===== config.mk =====
export PLATFORM = sky130hd
export DESIGN_NAME = pcie_app_reset_seq_flat
export DESIGN_NICKNAME = d
export VERILOG_FILES = /design/src/rtl/pcie_app_reset_seq_if.sv /design/src/rtl/pcie_app_reset_seq.sv /design/src/flat_wrapper.sv
export SDC_FILE = /design/constraint.sdc
export NUM_CORES = 1
export LEC_CHECK = 0
export BUFFER_PORTS_ARGS = -buffer_cell sky130_fd_sc_hd__buf_4
export CORE_MARGIN = 4
export CORE_UTILIZATION = 34
export CTS_BUF_LIST = sky130_fd_sc_hd__clkbuf_4
export CTS_CLUSTER_DIAMETER = 60
export CTS_CLUSTER_SIZE = 25
export DETAILED_ROUTE_END_ITERATION = 6
export PLACE_DENSITY_LB_ADDON = 0.15
export SLEW_MARGIN = 10
export SYNTH_ARGS = -nofsm -noshare
export SYNTH_HDL_FRONTEND = slang
export SYNTH_SLANG_ARGS = --single-unit

===== constraint.sdc =====
create_clock -name clk -period 3.2 [get_ports clk]
set_input_delay 0.32 -clock clk [delete_from_list [all_inputs] [get_ports clk]]
set_output_delay 0.32 -clock clk [all_outputs]
set_load 0.01 [all_outputs]

===== src/rtl/pcie_app_reset_seq_if.sv =====
// Handshake bundle between the PCIe hard-IP status/control pins and the
// application reset sequencer; the sequencer uses the slave view.
interface pcie_app_reset_seq_if;
    logic       core_reset_status;
    logic       pll_locked;
    logic [4:0] ltssm;
    logic       core_reset_req;
    logic       app_rst_n;
    logic       link_up;
    logic       link_fail;
    logic [3:0] retry_cnt;
    logic [2:0] state;

    modport master (
        output core_reset_status, pll_locked, ltssm,
        input  core_reset_req, app_rst_n, link_up, link_fail, retry_cnt, state
    );

    modport slave (
        input  core_reset_status, pll_locked, ltssm,
        output core_reset_req, app_rst_n, link_up, link_fail, retry_cnt, state
    );
endinterface


===== src/rtl/pcie_app_reset_seq.sv =====
// Application reset sequencer: releases app_rst_n after core ready and stable L0,
// re-resets the hard IP on link-training timeout. Optional macro: PCIE_APP_RST_LINKDOWN_DEBOUNCE_EN.
module pcie_app_reset_seq #(
    parameter int unsigned HOLD_CYCLES     = 256,
    parameter int unsigned LINK_TIMEOUT    = 1000000,
    parameter int unsigned RETRY_MAX       = 3,
    parameter int unsigned PULSE_CYCLES    = 16,
    parameter logic [4:0]  LTSSM_L0        = 5'h0F,
    parameter int unsigned DEBOUNCE_CYCLES = 16
) (
    input logic                 clk,
    input logic                 rst,
    pcie_app_reset_seq_if.slave bus
);

    typedef enum logic [2:0] {
        WAIT_CORE = 3'd0,
        WAIT_LINK = 3'd1,
        HOLD      = 3'd2,
        RUN       = 3'd3,
        RESET_REQ = 3'd4,
        FAIL      = 3'd5
    } state_t;

    function automatic int unsigned max2(input int unsigned a, input int unsigned b);
        if (a > b) begin
            return a;
        end else begin
            return b;
        end
    endfunction

    localparam int unsigned CNT_MAX = max2(max2(LINK_TIMEOUT, HOLD_CYCLES),
                                           max2(PULSE_CYCLES, DEBOUNCE_CYCLES));
    localparam int unsigned CNT_W   = $clog2(CNT_MAX + 32'd1);

    localparam logic [CNT_W-1:0] CNT_ZERO   = {CNT_W{1'b0}};
    localparam logic [CNT_W-1:0] CNT_ONE    = CNT_W'(32'd1);
    localparam logic [CNT_W-1:0] LINK_LAST  = CNT_W'(LINK_TIMEOUT - 32'd1);
    localparam logic [CNT_W-1:0] HOLD_LAST  = CNT_W'(HOLD_CYCLES - 32'd1);
    localparam logic [CNT_W-1:0] PULSE_LAST = CNT_W'(PULSE_CYCLES - 32'd1);
`ifdef PCIE_APP_RST_LINKDOWN_DEBOUNCE_EN
    localparam logic [CNT_W-1:0] DEB_LAST   = CNT_W'(DEBOUNCE_CYCLES - 32'd1);
`endif
    localparam logic [3:0]       RETRY_LIM  = 4'(RETRY_MAX);

    state_t           state_r, state_nx_s;
    logic [CNT_W-1:0] cnt_r, cnt_step_s, cnt_nx_s;
    logic [3:0]       retry_r, retry_nx_s;
    logic             app_rst_n_r, link_up_r, link_fail_r, core_reset_req_r;
    logic             ready_s, l0_s;

    // Next-state, cycle counter and retry bookkeeping
    always_comb begin
        ready_s    = bus.pll_locked & ~bus.core_reset_status;
        l0_s       = ready_s & (bus.ltssm == LTSSM_L0);
        state_nx_s = state_r;
        cnt_step_s = cnt_r + CNT_ONE;
        retry_nx_s = retry_r;
        case (state_r)
            WAIT_CORE: begin
                cnt_step_s = CNT_ZERO;
                if (ready_s) begin
                    state_nx_s = WAIT_LINK;
                end else begin
                    state_nx_s = WAIT_CORE;
                end
            end
            WAIT_LINK: begin
                // l0 beats ~ready, and both beat the timeout
                if (l0_s) begin
                    state_nx_s = HOLD;
                end else if (!ready_s) begin
                    state_nx_s = WAIT_CORE;
                end else if (cnt_r == LINK_LAST) begin
                    if (retry_r < RETRY_LIM) begin
                        state_nx_s = RESET_REQ;
                        retry_nx_s = retry_r + 4'd1;
                    end else begin
                        state_nx_s = FAIL;
                    end
                end else begin
                    state_nx_s = WAIT_LINK;
                end
            end
            HOLD: begin
                if (!l0_s) begin
                    state_nx_s = WAIT_LINK;
                end else if (cnt_r == HOLD_LAST) begin
                    state_nx_s = RUN;
                end else begin
                    state_nx_s = HOLD;
                end
            end
            RUN: begin
`ifdef PCIE_APP_RST_LINKDOWN_DEBOUNCE_EN
                // Loss of core readiness is never filtered; only LTSSM drops are
                if (!ready_s) begin
                    state_nx_s = WAIT_CORE;
                end else if (l0_s) begin
                    cnt_step_s = CNT_ZERO;
                end else if (cnt_r == DEB_LAST) begin
                    state_nx_s = WAIT_CORE;
                end else begin
                    state_nx_s = RUN;
                end
`else
                cnt_step_s = CNT_ZERO;
                if (!l0_s) begin
                    state_nx_s = WAIT_CORE;
                end else begin
                    state_nx_s = RUN;
                end
`endif
            end
            RESET_REQ: begin
                if (cnt_r == PULSE_LAST) begin
                    state_nx_s = WAIT_CORE;
                end else begin
                    state_nx_s = RESET_REQ;
                end
            end
            FAIL: begin
                state_nx_s = FAIL;
                cnt_step_s = CNT_ZERO;
            end
            default: begin
                state_nx_s = WAIT_CORE;
                cnt_step_s = CNT_ZERO;
            end
        endcase
        if (state_nx_s != state_r) begin
            cnt_nx_s = CNT_ZERO;
        end else begin
            cnt_nx_s = cnt_step_s;
        end
    end

    // State, counters and registered outputs; rst drops everything at once
    always_ff @(posedge clk or negedge rst) begin
        if (!rst) begin
            state_r          <= WAIT_CORE;
            cnt_r            <= CNT_ZERO;
            retry_r          <= 4'd0;
            app_rst_n_r      <= 1'b0;
            link_up_r        <= 1'b0;
            link_fail_r      <= 1'b0;
            core_reset_req_r <= 1'b0;
        end else begin
            state_r          <= state_nx_s;
            cnt_r            <= cnt_nx_s;
            retry_r          <= retry_nx_s;
            app_rst_n_r      <= (state_nx_s == RUN);
            link_up_r        <= (state_nx_s == RUN);
            link_fail_r      <= (state_nx_s == FAIL);
            core_reset_req_r <= (state_nx_s == RESET_REQ);
        end
    end

    assign bus.state          = state_r;
    assign bus.retry_cnt      = retry_r;
    assign bus.app_rst_n      = app_rst_n_r;
    assign bus.link_up        = link_up_r;
    assign bus.link_fail      = link_fail_r;
    assign bus.core_reset_req = core_reset_req_r;

endmodule


===== src/flat_wrapper.sv =====
// flat-port wrapper written by rule: the top's interface ports become plain ports
module pcie_app_reset_seq_flat 
#(
    parameter int unsigned HOLD_CYCLES     = 256,
    parameter int unsigned LINK_TIMEOUT    = 1000000,
    parameter int unsigned RETRY_MAX       = 3,
    parameter int unsigned PULSE_CYCLES    = 16,
    parameter logic [4:0]  LTSSM_L0        = 5'h0F,
    parameter int unsigned DEBOUNCE_CYCLES = 16
)
  (clk, rst, bus_core_reset_status, bus_pll_locked, bus_ltssm, bus_core_reset_req, bus_app_rst_n, bus_link_up, bus_link_fail, bus_retry_cnt, bus_state);
  pcie_app_reset_seq_if bus_i ();
  input logic clk;
  input logic rst;
  input wire logic [$bits(bus_i.core_reset_status)-1:0] bus_core_reset_status;
  input wire logic [$bits(bus_i.pll_locked)-1:0] bus_pll_locked;
  input wire logic [$bits(bus_i.ltssm)-1:0] bus_ltssm;
  output wire logic [$bits(bus_i.core_reset_req)-1:0] bus_core_reset_req;
  output wire logic [$bits(bus_i.app_rst_n)-1:0] bus_app_rst_n;
  output wire logic [$bits(bus_i.link_up)-1:0] bus_link_up;
  output wire logic [$bits(bus_i.link_fail)-1:0] bus_link_fail;
  output wire logic [$bits(bus_i.retry_cnt)-1:0] bus_retry_cnt;
  output wire logic [$bits(bus_i.state)-1:0] bus_state;
  assign bus_i.core_reset_status = bus_core_reset_status;
  assign bus_i.pll_locked = bus_pll_locked;
  assign bus_i.ltssm = bus_ltssm;
  assign bus_core_reset_req = bus_i.core_reset_req;
  assign bus_app_rst_n = bus_i.app_rst_n;
  assign bus_link_up = bus_i.link_up;
  assign bus_link_fail = bus_i.link_fail;
  assign bus_retry_cnt = bus_i.retry_cnt;
  assign bus_state = bus_i.state;
  pcie_app_reset_seq #(.HOLD_CYCLES(HOLD_CYCLES), .LINK_TIMEOUT(LINK_TIMEOUT), .RETRY_MAX(RETRY_MAX), .PULSE_CYCLES(PULSE_CYCLES), .LTSSM_L0(LTSSM_L0), .DEBOUNCE_CYCLES(DEBOUNCE_CYCLES)) u_core (.clk(clk), .rst(rst), .bus(bus_i));
endmodule

# Word-level counts from Yosys, hierarchy flattened
# Cells that the tools add are included.
# W data, S select, Z words.
# totals
elab_cells	41
ff_bits	30
output_inout_bits	11
input_bits	9
# classes
n_reduce_logical	3
muxes	12
eq_ne	13
bitwise_logic	4
addsub	2
magnitude_cmp	1
# ops
op	count
$mux W20	2
$add A20 B1 Y20 const B	1
$eq A20 B20 Y1 const B	1
$eq A20 B4 Y1 const B	1
$eq A20 B8 Y1 const B	1
$pmux W3 S6	1
$mux W3	5
$eq A3 B3 Y1 const B	4
$eq A3 B2 Y1 const B	3
$eq A5 B4 Y1 const B	1
$reduce_and A5 Y1	1
$add A4 B1 Y4 const B	1
$lt A4 B2 Y1 const B	1
$eq A3 B1 Y1 const B	1
$logic_not A3 Y1	1
$mux W1	3
$ne A3 B3 Y1	1
$reduce_or A3 Y1	1
$and A1 B1 Y1	2
$mux W2	1
$not A1 Y1	2

# Depth between registers and ports, before layout
# Gate-level depths: netlist of run 1.
# depth
ltp_word	8
ltp_mapped	7

# Worst setup path before layout of run 1
# No wires, ideal clock.
# synth_timing
kind	flip-flop to flip-flop
startpoint	register u_core.retry_r[0] (netlist: u_core.bus.retry_cnt[0])
endpoint	register u_core.cnt_r[0]
t_required_ns	3.113
n_path_buf	1
t_arrival_ns	2.190
setup_slack_ns	0.924
path_stages_with_launch	8
period_less_slack_ns	2.276
setup_time_ns	0.087
path_cell_list	dfrtp_1 -> ha_1 -> or3_1 -> nor4_2 -> a21boi_1 -> or4b_4 -> buf_6 -> a211oi_2
# synth_between
elab_chain_len	8
# synth_lines
item	line_no	source
start: declaration	pcie_app_reset_seq.sv:49	logic [3:0] retry_r, retry_nx_s;
start signal: assignment	pcie_app_reset_seq.sv:152	retry_r <= retry_nx_s;
$lt A4 B2 Y1	pcie_app_reset_seq.sv:76	if (retry_r < RETRY_LIM) begin
$mux W1	pcie_app_reset_seq.sv:76	
$mux W3	pcie_app_reset_seq.sv:75	end else if (cnt_r == LINK_LAST) begin
$mux W3	pcie_app_reset_seq.sv:73	end else if (!ready_s) begin
$mux W3	pcie_app_reset_seq.sv:71	if (l0_s) begin
$pmux W3 S6	pcie_app_reset_seq.sv:60	case (state_r)
$ne A3 B3 Y1	pcie_app_reset_seq.sv:132	if (state_nx_s != state_r) begin
$mux W20	pcie_app_reset_seq.sv:132	
via u_core.cnt_nx_s[0]	pcie_app_reset_seq.sv:48	logic [CNT_W-1:0] cnt_r, cnt_step_s, cnt_nx_s;
end signal: assignment	pcie_app_reset_seq.sv:151	cnt_r <= cnt_nx_s;
end: declaration	pcie_app_reset_seq.sv:48	
# The timed path passes the listed nets, and every way through them passes these cells.
# A chain may end at the register's enable or synchronous reset.

# Worst setup path after layout of run 1
# layout_timing
startpoint	register u_core.retry_r[0] (netlist: u_core.bus.retry_cnt[0])
endpoint	register u_core.cnt_r[4]
# The elaborated chain is that of the path after synthesis.

==> results of run 1 <==
==> area by class of cell <==
type                            count  area, um^2
Sequential cell                    30         751
Fill cell                         535        3020
Multi-Input combinational cell    115         951
Tap cell                           70        87.6
Clock inverter                      3        40.0
Clock buffer                        5        37.5
Timing Repair Buffer               22         168
Inverter                            6        22.5
==> power groups by stage <==
stage / sequential (mW) / clock (mW) / combinational, mW
global route: 0.388 / 0.324 / 0.0815
CTS: 0.387 / 0.306 / 0.0757
finish: 0.387 / 0.295 / 0.0738
detailed placement: 0.394 / 0 / 0.0744
global placement: 0.394 / 0 / 0.0722
floorplan: 0.392 / 0 / 0.0544
==> stage by stage <==
| step | std cells | worst slack (ns) | util (%) | hold slack [ns] | total power [mW] |
|---|---|---|---|---|---|
| final | 251 | 0.696 | 40.5 | 0.434 | 0.756 |
| after global routing | 251 | 0.607 | 40.5 | 0.456 | 0.793 |
| after CTS | 251 | 0.690 | 40.5 | 0.441 | 0.769 |
| after detailed placement | 242 | 0.720 | 38.8 | 0.271 | 0.469 |
| after global placement | 242 | 0.794 | 38.8 | 0.266 | 0.467 |
| after floorplan | 161 | 0.924 | - | 0.0244 | 0.446 |
==> worst min-delay path by stage <==
stage	from	end	cells after the start
after CTS	u_core.bus.retry_cnt[3]	u_core.bus.retry_cnt[3]	0
after global routing	u_core.bus.retry_cnt[3]	u_core.bus.retry_cnt[3]	0
after global placement	rst	u_core.bus.app_rst_n	1
after floorplan	rst	u_core.bus.app_rst_n	0
final	u_core.bus.retry_cnt[3]	u_core.bus.retry_cnt[3]	0
after detailed placement	rst	u_core.bus.state[1]	1
==> kinds of logic after synthesis <==
family	share of synthesized area, %
simple gates	23.1
flops	42.3
compound gates	18.0
buf+inv	5.21
mux	0.634
fa+ha+maj	1.41
xor+xnor	9.37
==> Yosys cell counts, types with 2 or more instances <==
master | n | area [um^2]
nand3_1 | 5 | 25.0
nand4_1 | 5 | 31.3
xnor2_1 | 7 | 61.3
nor3_1 | 5 | 25.0
nand2_1 | 6 | 22.5
and4_1 | 2 | 17.5
and4_2 | 2 | 20.0
nor2_1 | 8 | 30.0
nor4_2 | 2 | 25.0
ha_1 | 2 | 25.0
dfrtp_1 | 30 | 751
clkbuf_1 | 2 | 7.51
buf_6 | 2 | 22.5
inv_1 | 6 | 22.5
buf_2 | 2 | 10.0
a21oi_1 | 4 | 20.0
and2b_2 | 2 | 17.5
nor4_1 | 5 | 31.3
nor2b_1 | 3 | 18.8
buf_4 | 4 | 30.0
xor2_1 | 12 | 105
a211oi_2 | 20 | 250
==> critical path, stage by stage (launching register included) <==
cell	delay, ns
dfrtp_1	0.42
ha_1	0.22
or3_1	0.38
nor4_2	0.21
a21boi_1	0.17
or4b_4	0.77
a211oi_2	0.25
==> registers in the layout, summed over array words and instances (netlist names) <==
signal / cells
u_core.bus.app_rst_n: 1
u_core.bus.core_reset_req: 1
u_core.bus.link_fail: 1
u_core.bus.retry_cnt: 4
u_core.bus.state: 3
u_core.cnt_r: 20
==> metal layers <==
metal  up-vias  global-route usage [%]
met5         -                       0
met4         0                    4.05
met3         5                    4.04
met2        16                    20.0
met1       651                    16.0
li1        633                       -
==> what timing repair did <==
action,CTS,global route
endpoints found under the setup margin,0,0
gates resized for setup,0,0
endpoints found under the hold margin,30,0
hold buffers,1,0
==> results.cfg, run 1 <==
[worst_setup_path]
timing.rr.end = u_core.cnt_r[4]
r2r-start = u_core.bus.retry_cnt[0]
path_max_fanout = 20
reg2reg_slack_ns = 0.70
crit_start = u_core.bus.retry_cnt[0]
crit_end = u_core.cnt_r[4]
crit_type = reg2reg
end_kind = register
cp_data_arrival_time_ns = 2.74
ff2ff_path_depth = 6
required_ns = 3.44
cp-start-kind = register

[finish]
mostFrequentLayoutCell = dfrtp_1
syn2layout_area_growth_pct = 15.8
layout-drive-gt1-share_pct = 35.4
final_nets = 191
num_antenna_cells = 0
final_area_um2 = 2060
final_cell_mix = dfrtp_1, buf_4, a211oi_2

[timing]
clock_skew_ns = 0.00549
fmax_mhz = 399
slew_headroom_pct = 41.8
finalMaxSlewViolations = 0
worst_pin_slew_ns = 0.865
finalCritPeriodShare_pct = 78.2
fin_setup_tns_ns = 0
fin_crit_ns = 2.50
final_hold_viol_count = 0
setup-violations-final = 0
rsz0062_at_grt = no

[pwr]
p_seq_share_pct = 51.2
powerDensity_nw_per_um2 = 368
ir_drop_mv = 0.189
internal-power_mw = 0.567
swShare_pct = 25.0
p_clk_share_pct = 39.0
p_switching_mw = 0.189
p_leak_nw = 0.800
pwr-share-comb_pct = 9.8

[placement]
portBuffers = 19
place_hpwl_um = 2590
gp_congestion = 0.787
placed_area_um2 = 1970

[global_routing]
grt_overflow = 0
grt_max_degree = 31
grt_pass1_vias = 1308
antenna_found_initial = 0
grt_pass1_wl_um = 6220
globalRouteTotalUtil_pct = 12.6

[drt]
wl_met3_um = 147
wire_per_inst_um = 14.6
vias = 1305
routed_wl_um = 3670
dr_wl_met2_um = 1790
via_per_inst = 5.20
drtIter0Drc = 40
postRouteAntennaNets = 0
top_layer = met4
first_pass_iters = 4
drc_errors = 0
met1Wirelength_um = 1680

[floorplan]
num_rows = 26
die_h_um = 80.3
die_area_um2 = 6450
initial_utilization_pct = 35.0
core_um2 = 5070
ios = 20
die_w_um = 80.3

[clock_tree]
cts_inserted_buffers = 5
htreeDepth = 2
post-cts-setup-buffer-count = 0
clk_pin_slew_ns = 0.09
clk_path_buf_depth = 2
clock_latency_ns = 0.33
clock-root-buffer = clkbuf_4
clkSinkCount = 30
cts_tree = built

[worst_hold_path]
hp-class = reg2reg

[synth]
post_synth.cell_area_avg_um2 = 11.0
syn_nets = 172
ys_ff_latch = 30
seq_area_frac_synth_pct = 42.3
synth_cell_types = 47
synth_area_um2 = 1780
syn_inst = 161
ys_warn_count = 0
postSynth.asyncResetShare_pct = 100
synthFlopType = dfrtp_1
synth_edf_count = 0

[status]
outcome = completed

[run]
maxCapViolCount = 0
Note: power is estimated with default switching activity, not from simulation.
==> inputs of run 2 (changes only) <==
==> constraint.sdc (replaced) <==
create_clock -name clk -period 2 [get_ports clk]
set_input_delay 0.2 -clock clk [delete_from_list [all_inputs] [get_ports clk]]
set_output_delay 0.2 -clock clk [all_outputs]
set_load 0.01 [all_outputs]
==> run 2 against run 1 <==
Compared with the run above: non-clock buffer count up 44; the run now ends with negative setup slack left; register-to-register slack worse by 0.84 ns; via count increased by 18%; sequential power grew 58%; die area stayed put; worst hold slack worse by 0.094 ns; wire length up 27%; combinational power rose to 2.5 times the previous value; maximum frequency up 17%; clock power increased by 18%; critical path depth is the same; worst setup slack got worse by 0.84 ns.
==> results.cfg, run 2 (synthesis results as in run 1) <==
[floorplan]
die_area_um2 = 6450
die_w_um = 80.3
ios = 20
initial_utilization_pct = 35.0
die_h_um = 80.3
num_rows = 26
core_um2 = 5070

[finish]
post-route-util_pct = 49.9
register_area_um2 = 752
final_cell_mix = buf_4, dfrtp_1, a211oi_2
largest_reg_flops = 20
layout-drive-gt1-share_pct = 50.9
largest_register = u_core.cnt_r
nFillCells = 488
mostFrequentLayoutCell = buf_4
num_antenna_cells = 0
final_nets = 238
multi_input_area_um2 = 1050
final_area_um2 = 2530
syn2layout_area_growth_pct = 42.6

[worst_setup_path]
slowest_stage = or4b_4
cp_data_arrival_time_ns = 2.38
worstPathCellList = ha_2, or3_4, nor4_4, a21boi_2, or4b_4, a211oi_2
end_kind = register
timing.rr.end = u_core.cnt_r[8]
cp_slowest_stage_delay_ns = 0.64
r2r-start = u_core.bus.retry_cnt[1]
required_ns = 2.24
reg2reg_slack_ns = -0.14
ff2ff_path_depth = 6
crit_type = reg2reg
crit_family = simple AND/OR/NAND/NOR gates
worst-path-buf-inv = 0
cp-start-kind = register
path_max_fanout = 5

[pwr]
p_clk_share_pct = 30.3
swShare_pct = 27.1
p_leak_nw = 1.09
p_seq_share_pct = 53.4
ir_drop_mv = 0.309
powerDensity_nw_per_um2 = 454
pwr-share-comb_pct = 16.3
power_mw = 1.15
internal-power_mw = 0.838
p_switching_mw = 0.311

[timing]
finalWorstSetupSlack_ns = -0.140
final_hold_viol_count = 0
fin_crit_ns = 2.14
finalCritPeriodShare_pct = 107
clock_skew_ns = 0.0120
fmax_mhz = 467
setup-violations-final = 20
rsz0062_at_grt = yes
slew_headroom_pct = 71.2
finalMaxSlewViolations = 0
worst_pin_slew_ns = 0.428

[global_routing]
globalRouteTotalUtil_pct = 15.0
grt_overflow = 0
grt_max_degree = 31
grt_pass1_vias = 1617
grt_pass1_wl_um = 7490
antenna_found_initial = 0

[clock_tree]
clkSinkCount = 30
cts_tree = built
cts_inserted_buffers = 5
clk_pin_slew_ns = 0.10
htreeDepth = 2
clock_latency_ns = 0.32
clk_path_buf_depth = 2
clock-root-buffer = clkbuf_4

[drt]
vias = 1538
wire_per_inst_um = 15.6
first_pass_iters = 4
via_per_inst = 5.16
drtIter0Drc = 51
routed_wl_um = 4660
postRouteAntennaNets = 0
drc_errors = 0

[run]
maxCapViolCount = 0

[placement]
portBuffers = 19
placed_area_um2 = 2290
place_hpwl_um = 2990
gp_congestion = 0.774

[worst_hold_path]
hp-class = in2async

[status]
violations = negative setup slack
outcome = finished, violations left
[run 2: cell count changes in the layout (fill, tap and decap cells not counted), moves of 2 or more]
cell | before | now
buf_12 | 0 | 3
buf_4 | 21 | 60
clkbuf_16 | 0 | 2
nor4_2 | 2 | 0
nor4_4 | 0 | 2
or4b_4 | 1 | 4
[run 2: worst max path at each step]
stage	from	end	depth (start not counted)
finish	u_core.bus.retry_cnt[1]	u_core.cnt_r[8]	6
global route	u_core.bus.retry_cnt[1]	u_core.cnt_r[3]	6
CTS	u_core.bus.retry_cnt[1]	u_core.cnt_r[7]	6
detailed placement	u_core.bus.retry_cnt[1]	u_core.cnt_r[7]	6
global placement	u_core.bus.retry_cnt[1]	u_core.cnt_r[19]	6
floorplan	u_core.bus.retry_cnt[0]	u_core.cnt_r[0]	7
[run 2: power by group through the flow]
| stage | sequential (mW) | clock [mW] | combinational (mW) |
|---|---|---|---|
| 4_1_cts | 0.614 | 0.363 | 0.168 |
| 3_3_place_gp | 0.625 | 0 | 0.147 |
| 2_1_floorplan | 0.627 | 0 | 0.0920 |
| 3_5_place_dp | 0.625 | 0 | 0.151 |
| 6_report | 0.613 | 0.348 | 0.188 |
| 5_1_grt | 0.614 | 0.391 | 0.202 |
[run 2: area by class of cell]
cell class / instances / share of cell area (%)
sequential: 30 / 29.7
clock inverter: 2 / 0.346
inverter: 6 / 0.889
tap: 70 / 3.46
multi-input combinational: 118 / 41.3
clock buffer: 6 / 1.78
timing repair buffer: 66 / 22.5
[run 2: through the flow]
step	setup TNS, ns	hold WS [ns]	setup WS (ns)	std cells
after CTS	-2.44	0.346	-0.165	292
after global routing	-4.18	0.366	-0.228	298
after detailed placement	-3.71	0.161	-0.218	281
after global placement	-2.78	0.154	-0.149	281
after floorplan	-1.46	-0.0956	-0.0730	161
final	-1.94	0.339	-0.140	298
[run 2: per-layer routing]
metal,global-route usage [%],up-vias,routed length [um]
li1,-,741,-
met1,18.7,764,2090
met2,25.2,29,2350
met3,4.15,4,182
met4,4.56,0,25
met5,0,-,0
[run 2: what timing repair did]
item                       4_1_cts  5_1_grt
gates cloned                     2        3
gates resized for setup          6        7
hold endpoints to repair        30        0
setup buffers                    0        3
hold buffers                     1        0
pin swaps                        6        7
setup endpoints to repair       20       24
[run 2: worst reg2reg max path, stage by stage (launching register included)]
cell and delay, ns:
dfrtp_1 0.40, ha_2 0.19, or3_4 0.34, nor4_4 0.15, a21boi_2 0.14, or4b_4 0.64
a211oi_2 0.20
==> inputs of run 3 (changes only) <==
--- a/config.mk
+++ b/config.mk
@@ -13,6 +13,7 @@
 export CTS_CLUSTER_SIZE = 25
 export DETAILED_ROUTE_END_ITERATION = 6
 export PLACE_DENSITY_LB_ADDON = 0.15
+export REMOVE_ABC_BUFFERS = 1
 export SLEW_MARGIN = 10
 export SYNTH_ARGS = -nofsm -noshare
 export SYNTH_HDL_FRONTEND = slang
==> run 3 against run 2 <==
Compared with the run above: the flow still finishes with violations (negative setup slack); flip-flop and latch count is the same; first-iteration DRC count is the same; utilization grew 0.57 points; worst hold slack lost 0.0093 ns; register-to-register slack lost 0.02 ns; die area is the same; power grew 21%; largest power group unchanged; highest routed layer unchanged.
==> results.cfg, run 3 (synthesis results as in run 1) <==
[worst_setup_path]
r2r-start = u_core.bus.retry_cnt[1]
crit_family = simple AND/OR/NAND/NOR gates
crit_start = u_core.bus.retry_cnt[1]
crit_type = reg2reg
slowest_stage = or4b_4
worstPathCellList = ha_2, or3_4, nor4_4, a21boi_2, or4b_4, a211oi_2
worst-path-buf-inv = 0
cp_slowest_stage_delay_ns = 0.61
required_ns = 2.24
path_max_fanout = 5
end_kind = register
cp-start-kind = register
cp_data_arrival_time_ns = 2.40

[drt]
via_per_inst = 5.19
drtIter0Drc = 51
postRouteAntennaNets = 0
first_pass_iters = 4
routed_wl_um = 4590
drc_errors = 0
vias = 1542
wire_per_inst_um = 15.4

[floorplan]
die_h_um = 80.3
core_um2 = 5070
initial_utilization_pct = 35.0
die_w_um = 80.3
die_area_um2 = 6450
ios = 20
num_rows = 26

[finish]
layout-drive-gt1-share_pct = 52.0
final_nets = 237
largest_reg_flops = 20
final_area_um2 = 2560
stdcell_count = 297
final_cell_mix = buf_4, dfrtp_1, a211oi_2
mostFrequentLayoutCell = buf_4
num_antenna_cells = 0
largest_register = u_core.cnt_r
post-route-util_pct = 50.5
syn2layout_area_growth_pct = 44.2

[run]
maxCapViolCount = 0

[timing]
finalWorstSetupSlack_ns = -0.159
final_hold_viol_count = 0
worst_pin_slew_ns = 0.396
whs_ns = 0.330
setup-violations-final = 20
clock_skew_ns = 0.0109
slew_headroom_pct = 73.6
rsz0062_at_grt = yes
finalMaxSlewViolations = 0
fin_crit_ns = 2.16
fin_setup_tns_ns = -2.37
finalCritPeriodShare_pct = 108
fmax_mhz = 463

[global_routing]
globalRouteTotalUtil_pct = 15.5
antenna_found_initial = 0
grt_pass1_vias = 1609
grt_max_degree = 31
grt_overflow = 0
grt_pass1_wl_um = 7670

[worst_hold_path]
hp-class = in2async

[clock_tree]
clock_latency_ns = 0.33
clk_pin_slew_ns = 0.10
clk_path_buf_depth = 2
cts_tree = built
clock-root-buffer = clkbuf_4
clkSinkCount = 30
cts_inserted_buffers = 5
htreeDepth = 2

[pwr]
pwr-share-comb_pct = 12.8
ir_drop_mv = 0.280
swShare_pct = 23.0
p_seq_share_pct = 44.2
power_mw = 1.39
internal-power_mw = 1.07
p_leak_nw = 1.09
p_clk_share_pct = 42.9
powerDensity_nw_per_um2 = 541
p_switching_mw = 0.319

[status]
violations = negative setup slack
outcome = finished, violations left

[placement]
gp_congestion = 0.743
place_hpwl_um = 2950
placed_area_um2 = 2260
portBuffers = 19
pre_cts_slack_ns = -0.413
dp_cells = 278
==> run 3: worst paths after layout <==
check                      slack (ns)  depth (start not counted)                      end
max                             -0.16                          6          u_core.cnt_r[9]
min                              0.33                          2         u_core.cnt_r[18]
max reg2reg                     -0.16                          6          u_core.cnt_r[9]
min reg2reg                      0.53                          1  u_core.bus.retry_cnt[2]
max in group asynchronous        1.37                          2      u_core.bus.state[0]
min in group clk                 0.42                          5      u_core.bus.state[1]
==> run 3: worst reg2reg max path, stage by stage (launching register included) <==
cell	delay, ns
dfrtp_1	0.41
ha_2	0.20
or3_4	0.34
nor4_4	0.15
a21boi_2	0.13
or4b_4	0.61
a211oi_2	0.23
==> run 3: final cells by class <==
| cell class | count | area (um^2) |
|---|---|---|
| Fill cell | 477 | 2510 |
| Multi-Input combinational cell | 118 | 1080 |
| Sequential cell | 30 | 751 |
| Timing Repair Buffer | 65 | 519 |
| Tap cell | 70 | 87.6 |
| Clock inverter | 3 | 63.8 |
| Clock buffer | 5 | 37.5 |
| Inverter | 6 | 22.5 |
==> run 3: routing by layer <==
layer  routed length (um)  part of all wire (%)  track usage [%]
met3                  218                   4.8             4.37
met4                   53                   1.2             5.07
met2                 2280                    50             26.4
met1                 2040                    44             18.8
met5                    0                     0                0
==> run 3: timing repair <==
item,CTS,global route
pin swaps,12,18
gates resized for setup,10,10
gates cloned,3,0
buffers inserted,1,6
hold buffers,1,0
hold endpoints to repair,30,0
endpoints found under the setup margin,24,25
==> run 3: power groups by stage <==
stage          clock, mW  sequential, mW  combinational (mW)
6_report           0.596           0.613               0.178
5_1_grt            0.644           0.614               0.189
4_1_cts            0.618           0.613               0.174
3_5_place_dp           0           0.625               0.147
3_3_place_gp           0           0.624               0.144
2_1_floorplan          0           0.629              0.0654
